$ cat src/rtl/seq_alu_pkg.sv
// seq_alu_pkg: shared definitions for the sequential ALU.
//   OP_W    - opcode width
//   op_e    - opcode enumeration (values match the op input encoding)
//   state_e - control FSM states
package seq_alu_pkg;

  localparam int OP_W = 4;

  typedef enum logic [OP_W-1:0] {
    OP_ADD  = 4'd0,
    OP_SUB  = 4'd1,
    OP_INC  = 4'd2,
    OP_DEC  = 4'd3,
    OP_MUL  = 4'd4,
    OP_DIV  = 4'd5,
    OP_AND  = 4'd6,
    OP_OR   = 4'd7,
    OP_XOR  = 4'd8,
    OP_NAND = 4'd9,
    OP_NOR  = 4'd10,
    OP_XNOR = 4'd11,
    OP_SHL  = 4'd12,
    OP_SHR  = 4'd13,
    OP_ROTR = 4'd14,
    OP_ROTL = 4'd15
  } op_e;

  typedef enum logic [1:0] {
    ST_IDLE = 2'd0,
    ST_MUL  = 2'd1,
    ST_DIV  = 2'd2,
    ST_DONE = 2'd3
  } state_e;

endpackage

$ cat src/rtl/seq_alu_muldiv.sv
// seq_alu_muldiv: iterative unsigned multiply (shift-add) / divide (restoring).
// Runs exactly WIDTH steps after a start pulse; done is high during the cycle
// whose closing edge performs the last step, and result then carries the
// post-step value so the caller can register it on that same edge.
//   clk, rst_n : clock, asynchronous active-low reset (aborts any operation)
//   start      : load operands and begin
//   is_div     : 1 = divide, 0 = multiply (sampled with start)
//   a, b       : operands (multiplier/multiplicand or dividend/divisor)
//   done       : last step in progress
//   result     : product, or {remainder, quotient}
module seq_alu_muldiv #(
  parameter int WIDTH = 8
) (
  input  logic               clk,
  input  logic               rst_n,
  input  logic               start,
  input  logic               is_div,
  input  logic [WIDTH-1:0]   a,
  input  logic [WIDTH-1:0]   b,
  output logic               done,
  output logic [2*WIDTH-1:0] result
);

  localparam int CW = $clog2(WIDTH) + 1;

  logic             r_busy;
  logic             r_is_div;
  logic [CW-1:0]    r_cnt;
  logic [WIDTH-1:0] r_hi;   // mul: partial product high half; div: remainder
  logic [WIDTH-1:0] r_lo;   // mul: multiplier shifting out;   div: dividend -> quotient
  logic [WIDTH-1:0] r_opb;

  logic [WIDTH:0]     w_mul_sum;
  logic [2*WIDTH-1:0] w_mul_next;
  logic [WIDTH:0]     w_div_shift;
  logic               w_div_fit;
  logic [WIDTH-1:0]   w_div_rem;
  logic [2*WIDTH-1:0] w_next;

  always_comb begin
    // Add multiplicand when the current multiplier bit is set, then shift the
    // whole {carry, hi, lo} right by one.
    w_mul_sum  = {1'b0, r_hi} + (r_lo[0] ? {1'b0, r_opb} : '0);
    w_mul_next = {w_mul_sum, r_lo[WIDTH-1:1]};
    // Shift the next dividend bit into the remainder; subtract if it fits.
    // When it does not fit the top bit is necessarily 0, so WIDTH bits suffice.
    w_div_shift = {r_hi, r_lo[WIDTH-1]};
    w_div_fit   = (w_div_shift >= {1'b0, r_opb});
    w_div_rem   = w_div_fit ? (w_div_shift[WIDTH-1:0] - r_opb) : w_div_shift[WIDTH-1:0];
    w_next      = r_is_div ? {w_div_rem, r_lo[WIDTH-2:0], w_div_fit} : w_mul_next;
  end

  assign done   = r_busy && (r_cnt == CW'(WIDTH - 1));
  assign result = w_next;

  always_ff @(posedge clk or negedge rst_n) begin
    if (!rst_n) begin
      r_busy   <= 1'b0;
      r_is_div <= 1'b0;
      r_cnt    <= '0;
      r_hi     <= '0;
      r_lo     <= '0;
      r_opb    <= '0;
    end else if (start) begin
      r_busy   <= 1'b1;
      r_is_div <= is_div;
      r_cnt    <= '0;
      r_hi     <= '0;
      r_lo     <= a;
      r_opb    <= b;
    end else if (r_busy) begin
      {r_hi, r_lo} <= w_next;
      r_cnt        <= r_cnt + 1'b1;
      if (done) r_busy <= 1'b0;
    end
  end

endmodule

$ cat src/rtl/seq_alu.sv
// seq_alu: sequential ALU with valid/ready handshakes on request and result.
// Single-cycle ops complete one cycle after accept; mul and div (b != 0) take
// WIDTH extra cycles in the iterative sub-unit. Results are held until taken.
//   clk, rst_n          : clock, asynchronous active-low reset
//   in_valid / in_ready : request handshake (ready only in IDLE)
//   a, b, op            : unsigned operands and opcode
//   out_valid/out_ready : result handshake
//   y                   : 2*WIDTH result
//   carry, zero, ovf, dz: carry/borrow, zero, signed overflow, divide-by-zero
module seq_alu
  import seq_alu_pkg::*;
#(
  parameter int WIDTH = 8
) (
  input  logic               clk,
  input  logic               rst_n,
  input  logic               in_valid,
  output logic               in_ready,
  input  logic [WIDTH-1:0]   a,
  input  logic [WIDTH-1:0]   b,
  input  logic [OP_W-1:0]    op,
  output logic               out_valid,
  input  logic               out_ready,
  output logic [2*WIDTH-1:0] y,
  output logic               carry,
  output logic               zero,
  output logic               ovf,
  output logic               dz
);

  state_e             r_state;
  logic               r_out_valid;
  logic [2*WIDTH-1:0] r_y;
  logic               r_carry, r_zero, r_ovf, r_dz;

  op_e                w_op;
  logic               w_sub;
  logic [WIDTH-1:0]   w_rhs;
  logic [WIDTH:0]     w_sum;
  logic               w_arith_ovf;
  logic [WIDTH-1:0]   w_hi, w_lo;
  logic               w_c, w_o, w_d;
  logic [2*WIDTH-1:0] w_y;
  logic               w_md_start, w_md_done;
  logic [2*WIDTH-1:0] w_md_result;

  assign w_op = op_e'(op);

  // Shared adder for add/sub/inc/dec; the extended top bit is carry or borrow.
  always_comb begin
    w_sub = (w_op == OP_SUB) || (w_op == OP_DEC);
    w_rhs = ((w_op == OP_INC) || (w_op == OP_DEC)) ? WIDTH'(1) : b;
    w_sum = w_sub ? ({1'b0, a} - {1'b0, w_rhs}) : ({1'b0, a} + {1'b0, w_rhs});
    w_arith_ovf = ((a[WIDTH-1] ^ w_rhs[WIDTH-1]) == w_sub) &&
                  (w_sum[WIDTH-1] != a[WIDTH-1]);
  end

  always_comb begin
    w_hi = '0;
    w_lo = '0;
    w_c  = 1'b0;
    w_o  = 1'b0;
    w_d  = 1'b0;
    case (w_op)
      OP_ADD, OP_SUB, OP_INC, OP_DEC: begin
        w_lo = w_sum[WIDTH-1:0];
        w_c  = w_sum[WIDTH];
        w_o  = w_arith_ovf;
      end
      // Only reached with b == 0; nonzero divisors go to the iterative unit.
      OP_DIV: begin
        w_hi = a;
        w_lo = '1;
        w_d  = 1'b1;
      end
      OP_AND:  w_lo = a & b;
      OP_OR:   w_lo = a | b;
      OP_XOR:  w_lo = a ^ b;
      OP_NAND: w_lo = ~(a & b);
      OP_NOR:  w_lo = ~(a | b);
      OP_XNOR: w_lo = ~(a ^ b);
      OP_SHL: begin
        w_lo = {a[WIDTH-2:0], 1'b0};
        w_c  = a[WIDTH-1];
      end
      OP_SHR: begin
        w_lo = {1'b0, a[WIDTH-1:1]};
        w_c  = a[0];
      end
      OP_ROTR: w_lo = {a[0], a[WIDTH-1:1]};
      OP_ROTL: w_lo = {a[WIDTH-2:0], a[WIDTH-1]};
      default: ;
    endcase
    w_y = {w_hi, w_lo};
  end

  assign w_md_start = (r_state == ST_IDLE) && in_valid &&
                      ((w_op == OP_MUL) || ((w_op == OP_DIV) && (b != '0)));

  seq_alu_muldiv #(.WIDTH(WIDTH)) u_muldiv (
    .clk    (clk),
    .rst_n  (rst_n),
    .start  (w_md_start),
    .is_div (w_op == OP_DIV),
    .a      (a),
    .b      (b),
    .done   (w_md_done),
    .result (w_md_result)
  );

  always_ff @(posedge clk or negedge rst_n) begin
    if (!rst_n) begin
      r_state     <= ST_IDLE;
      r_out_valid <= 1'b0;
      r_y         <= '0;
      r_carry     <= 1'b0;
      r_zero      <= 1'b0;
      r_ovf       <= 1'b0;
      r_dz        <= 1'b0;
    end else begin
      case (r_state)
        ST_IDLE: begin
          if (in_valid) begin
            if (w_op == OP_MUL) begin
              r_state <= ST_MUL;
            end else if (w_md_start) begin
              r_state <= ST_DIV;
            end else begin
              r_state     <= ST_DONE;
              r_out_valid <= 1'b1;
              r_y         <= w_y;
              r_carry     <= w_c;
              r_zero      <= ~|w_y;
              r_ovf       <= w_o;
              r_dz        <= w_d;
            end
          end
        end
        ST_MUL, ST_DIV: begin
          if (w_md_done) begin
            r_state     <= ST_DONE;
            r_out_valid <= 1'b1;
            r_y         <= w_md_result;
            r_carry     <= 1'b0;
            r_zero      <= ~|w_md_result;
            r_ovf       <= (r_state == ST_MUL) && (|w_md_result[2*WIDTH-1:WIDTH]);
            r_dz        <= 1'b0;
          end
        end
        ST_DONE: begin
          if (out_ready) begin
            r_state     <= ST_IDLE;
            r_out_valid <= 1'b0;
          end
        end
        default: r_state <= ST_IDLE;
      endcase
    end
  end

  assign in_ready  = (r_state == ST_IDLE);
  assign out_valid = r_out_valid;
  assign y         = r_y;
  assign carry     = r_carry;
  assign zero      = r_zero;
  assign ovf       = r_ovf;
  assign dz        = r_dz;

endmodule

$ cat config.mk
export PLATFORM = sky130hd
export DESIGN_NAME = seq_alu
export DESIGN_NICKNAME = d
export VERILOG_FILES = /design/src/rtl/seq_alu_pkg.sv /design/src/rtl/seq_alu_muldiv.sv /design/src/rtl/seq_alu.sv
export SDC_FILE = /design/constraint.sdc
export NUM_CORES = 1
export LEC_CHECK = 0
export ABC_AREA = 1
export BUFFER_PORTS_ARGS = -buffer_cell sky130_fd_sc_hd__buf_4
export CAP_MARGIN = 20
export CORE_UTILIZATION = 65
export DETAILED_ROUTE_END_ITERATION = 6
export PLACE_DENSITY = 0.94
export SLEW_MARGIN = 20
export SYNTH_ARGS = -nofsm -noshare
export SYNTH_HDL_FRONTEND = slang
export SYNTH_SLANG_ARGS = --single-unit
$ cat constraint.sdc
create_clock -name clk -period 3.85 [get_ports clk]
set_input_delay 0.5775 -clock clk [delete_from_list [all_inputs] [get_ports clk]]
set_output_delay 0.5775 -clock clk [all_outputs]
set_load 0.005 [all_outputs]
==> impl_summary.log <==
[metrics] number of detailed-route iterations in the first pass: 6
[metrics] core outline area: 7690 µm²
[metrics] power density of the placed cells: 782 nW/µm²
[metrics] sw power: 2380 µW
[metrics] leading post-synthesis cells by cell area: dfrtp_1 (26%), nand2_1 (17%), ha_1 (11%)
[metrics] fraction of layout instances using a drive strength above 1: 9.66%
[metrics] post-synthesis instance area: 5150 µm²
[metrics] part of the total power dissipated in combinational logic: 67.8%
[metrics] routed via count: 5595
[metrics] Highest Clock Rate: 318 MHz
[metrics] max-slew violation total from the final report: 0
[metrics] cell-internal power: 2050 µW
[metrics] die outline height: 91.0 µm
[metrics] residual overflow from global routing: 0
[metrics] number of gates given a new drive strength after cts: 0
[metrics] synthesized area divided by synthesized cell count: 6.37 µm²
[metrics] number of diodes: 0
[metrics] peak fanout along the critical path: 9
[metrics] top cell type's share of synthesized area: 25.8%
[metrics] starting density of the core: 67.0%
[metrics] global-route wire length before repair: 25.3 mm
[metrics] Tightest Pin Transition: 739 ps
[metrics] CTS tree: built
[metrics] Avg Vias per Cell: 5.88
[metrics] sequential share of the synthesized area: 25.8%
[metrics] result of the run: completed
[metrics] maximum resistive drop on vdd: 349 µV
[metrics] level count of the clock H-tree: 2
[metrics] critical path capture point type: flop
[metrics] count of flip-flops with a built-in enable after synthesis: 0
[metrics] # hold bufs at CTS: 0
[metrics] Post-Place Setup Slack: 393 ps
[metrics] number of cell rows: 32
[metrics] die boundary width: 91.0 µm
[metrics] fraction of power spent switching nets: 53.7%
[metrics] initial antenna violation count: 0
[metrics] proportion of power drawn by flip-flops and latches: 24.6%
[metrics] Util after Layout: 73.7%
[metrics] setup ws final: 704 ps
[metrics] area of the die: 8280 µm²
[metrics] Crit Path Category: in2reg
[metrics] Synth Warn #: 0
[metrics] maximum number of buffers from clock root to sink: 2
[metrics] global-route usage over all layers: 38.7%
[metrics] share of synthesized flip-flops with an asynchronous set or reset: 100%
[metrics] part of the total power dissipated in the clock network: 7.7%
[metrics] count of clock tree sinks: 53
[metrics] arrival time at the worst endpoint: 3400 ps
[metrics] shortest period the worst path allows: 3150 ps
[metrics] headroom to the max-slew limit: 50.7%
[metrics] DRC violation total after the first TritonRoute iteration: 607
[metrics] total nets after synthesis: 881
[metrics] area added between synthesis and finish: 10.0%
[metrics] num ports: 46
[metrics] Max Cap Viol: 0
[metrics] type of the worst min-delay path: in2async
[metrics] period utilization: 81.7%
[metrics] Static Leakage: 0.00313 µW
[metrics] total clock buffers created by CTS: 5
[metrics] Post-Synthesis Cells: 809
[metrics] clock transition at the register clock pins on the worst setup and hold paths after CTS: 110 ps
[metrics] Final ANT Viol Nets: 0
[metrics] clk_lat worst skew: 320 ps
[metrics] commonest cells after routing, fill and taps aside: nand2_1 (232), inv_1 (127), nor2_1 (84)
[metrics] number of global-route vias before repair: 5250
[metrics] Synth Flop Type: dfrtp_1
[metrics] post-synthesis cell type count: 45
[metrics] largest net degree at the start of global routing: 54
[metrics] area leader, netlist: dfrtp_1
[metrics] number of design rule violations left after detail routing: 0
[metrics] total negative slack: 0 ps
[metrics] critical path data required time: 4100 ps
[metrics] setup bufs post-CTS: 0
[metrics] routed length per placed instance: 16.6 µm
[metrics] Net count, final: 920
[metrics] Clock Skew: 11.7 ps
[metrics] estimated wirelength of the detail-placed design: 12.4 mm
[metrics] Clock Root Buffer: clkbuf_8
[metrics] number of endpoints failing setup at the final stage: 0
[metrics] number of hold-slack violations in the final timing report: 0
[metrics] buffers added on ports: 45
[metrics] routability-driven placement congestion ratio: 0.990
[metrics] critical path startpoint category: input pin
[metrics] synthesis-stage register bit count: 53
[metrics] Total Routed Length: 15.7 mm
[metrics] most common cell after layout, fill and taps aside: nand2_1
[metrics] unrepaired setup endpoints after global routing: false
[metrics] FF-to-FF setup slack: 1150 ps
## sequential cells by signal, summed over array words and instances (netlist names), 2 cells and up
name	cells
u_muldiv.r_lo	8
u_muldiv.r_cnt	4
y	16
u_muldiv.r_opb	8
u_muldiv.r_hi	8
r_state	2
## critical path: stages
cell	delay, ps
buf_4	130
nor2_4	230
inv_2	100
nor2_4	130
inv_2	80
nand2_1	80
ha_1	170
nand2_1	70
nor2_1	130
nor2_1	70
xnor2_1	130
inv_1	60
ha_1	330
nand2_1	100
inv_1	40
a21oi_1	180
nand3_1	120
and2_1	180
o21ai_1	70
nand3_1	80
o21ai_1	150
inv_1	50
a21oi_1	120
## metrics by stage
| stage | cell area, µm² | hold slack (ps) | power [µW] | cells |
|---|---|---|---|---|
| floorplan | 5150 | 282 | 3180 | 809 |
| global placement | 5570 | 466 | 3870 | 943 |
| detailed placement | 5570 | 468 | 3990 | 943 |
| CTS | 5670 | 314 | 4340 | 951 |
| global route | 5670 | 324 | 4790 | 951 |
| finish | 5670 | 272 | 4430 | 951 |
## synth_stat cells, types with 4 or more instances
library cell,count
nand3b_1,5
o22ai_1,6
a31oi_1,5
nand3_1,66
a21oi_1,36
nor3_1,4
inv_1,127
nor2_1,84
o21ai_0,48
inv_2,4
xor2_1,4
clkbuf_1,8
nand4_1,18
dfrtp_1,53
xnor2_1,5
nand2_1,232
o221ai_1,8
or2_2,5
buf_2,8
ha_1,45
## final timing paths
path | end | cells past startpoint | from
setup / recovery | ovf$_DFFE_PN0P_ | 23 | op[3]
hold / removal | u_muldiv.r_hi[7]$_DFFE_PN0P_ | 1 | rst_n
setup reg to reg | y[1]$_DFFE_PN0P_ | 10 | r_state[0]$_DFFE_PN0P_
hold reg to reg | y[1]$_DFFE_PN0P_ | 2 | y[1]$_DFFE_PN0P_
max in group asynchronous | u_muldiv.r_hi[0]$_DFFE_PN0P_ | 1 | rst_n
min in group clk | y[1]$_DFFE_PN0P_ | 2 | y[1]$_DFFE_PN0P_
## kinds of logic after synthesis
kind of cell / count (synthesis) / synth area share [%]
AO/OA/AOI/OAI: 118 / 13.3
XOR/XNOR: 9 / 1.53
adder cells (fa/ha/maj): 48 / 12.1
buffers and inverters: 148 / 11.0
flip-flops: 53 / 25.8
multiplexers: 1 / 0.194
AND/OR/NAND/NOR: 432 / 36.2
## layer usage
metal	GRT usage (%)	up-vias	part of all wire (%)
met3	5.19	58	8.7
li1	-	2682	-
met4	18.0	0	4.6
met1	48.3	2547	40
met5	0	-	0
met2	66.2	308	47
## layout make-up
cell class                      instances  area, µm²
Tap cell                              102        128
Clock inverter                          3       26.3
Multi-Input combinational cell        608       3260
Sequential cell                        53       1330
Fill cell                             658       2020
Timing Repair Buffer                   49        368
Inverter                              131        492
Clock buffer                            5       68.8
## power by group through the flow
stage	registers [µW]	logic, µW	clock network, µW
global placement	1080	2790	0
CTS	1080	2930	332
floorplan	998	2180	0
global route	1120	3320	352
detailed placement	1080	2910	0
finish	1090	3000	340
(Power assumes the default switching activity.)
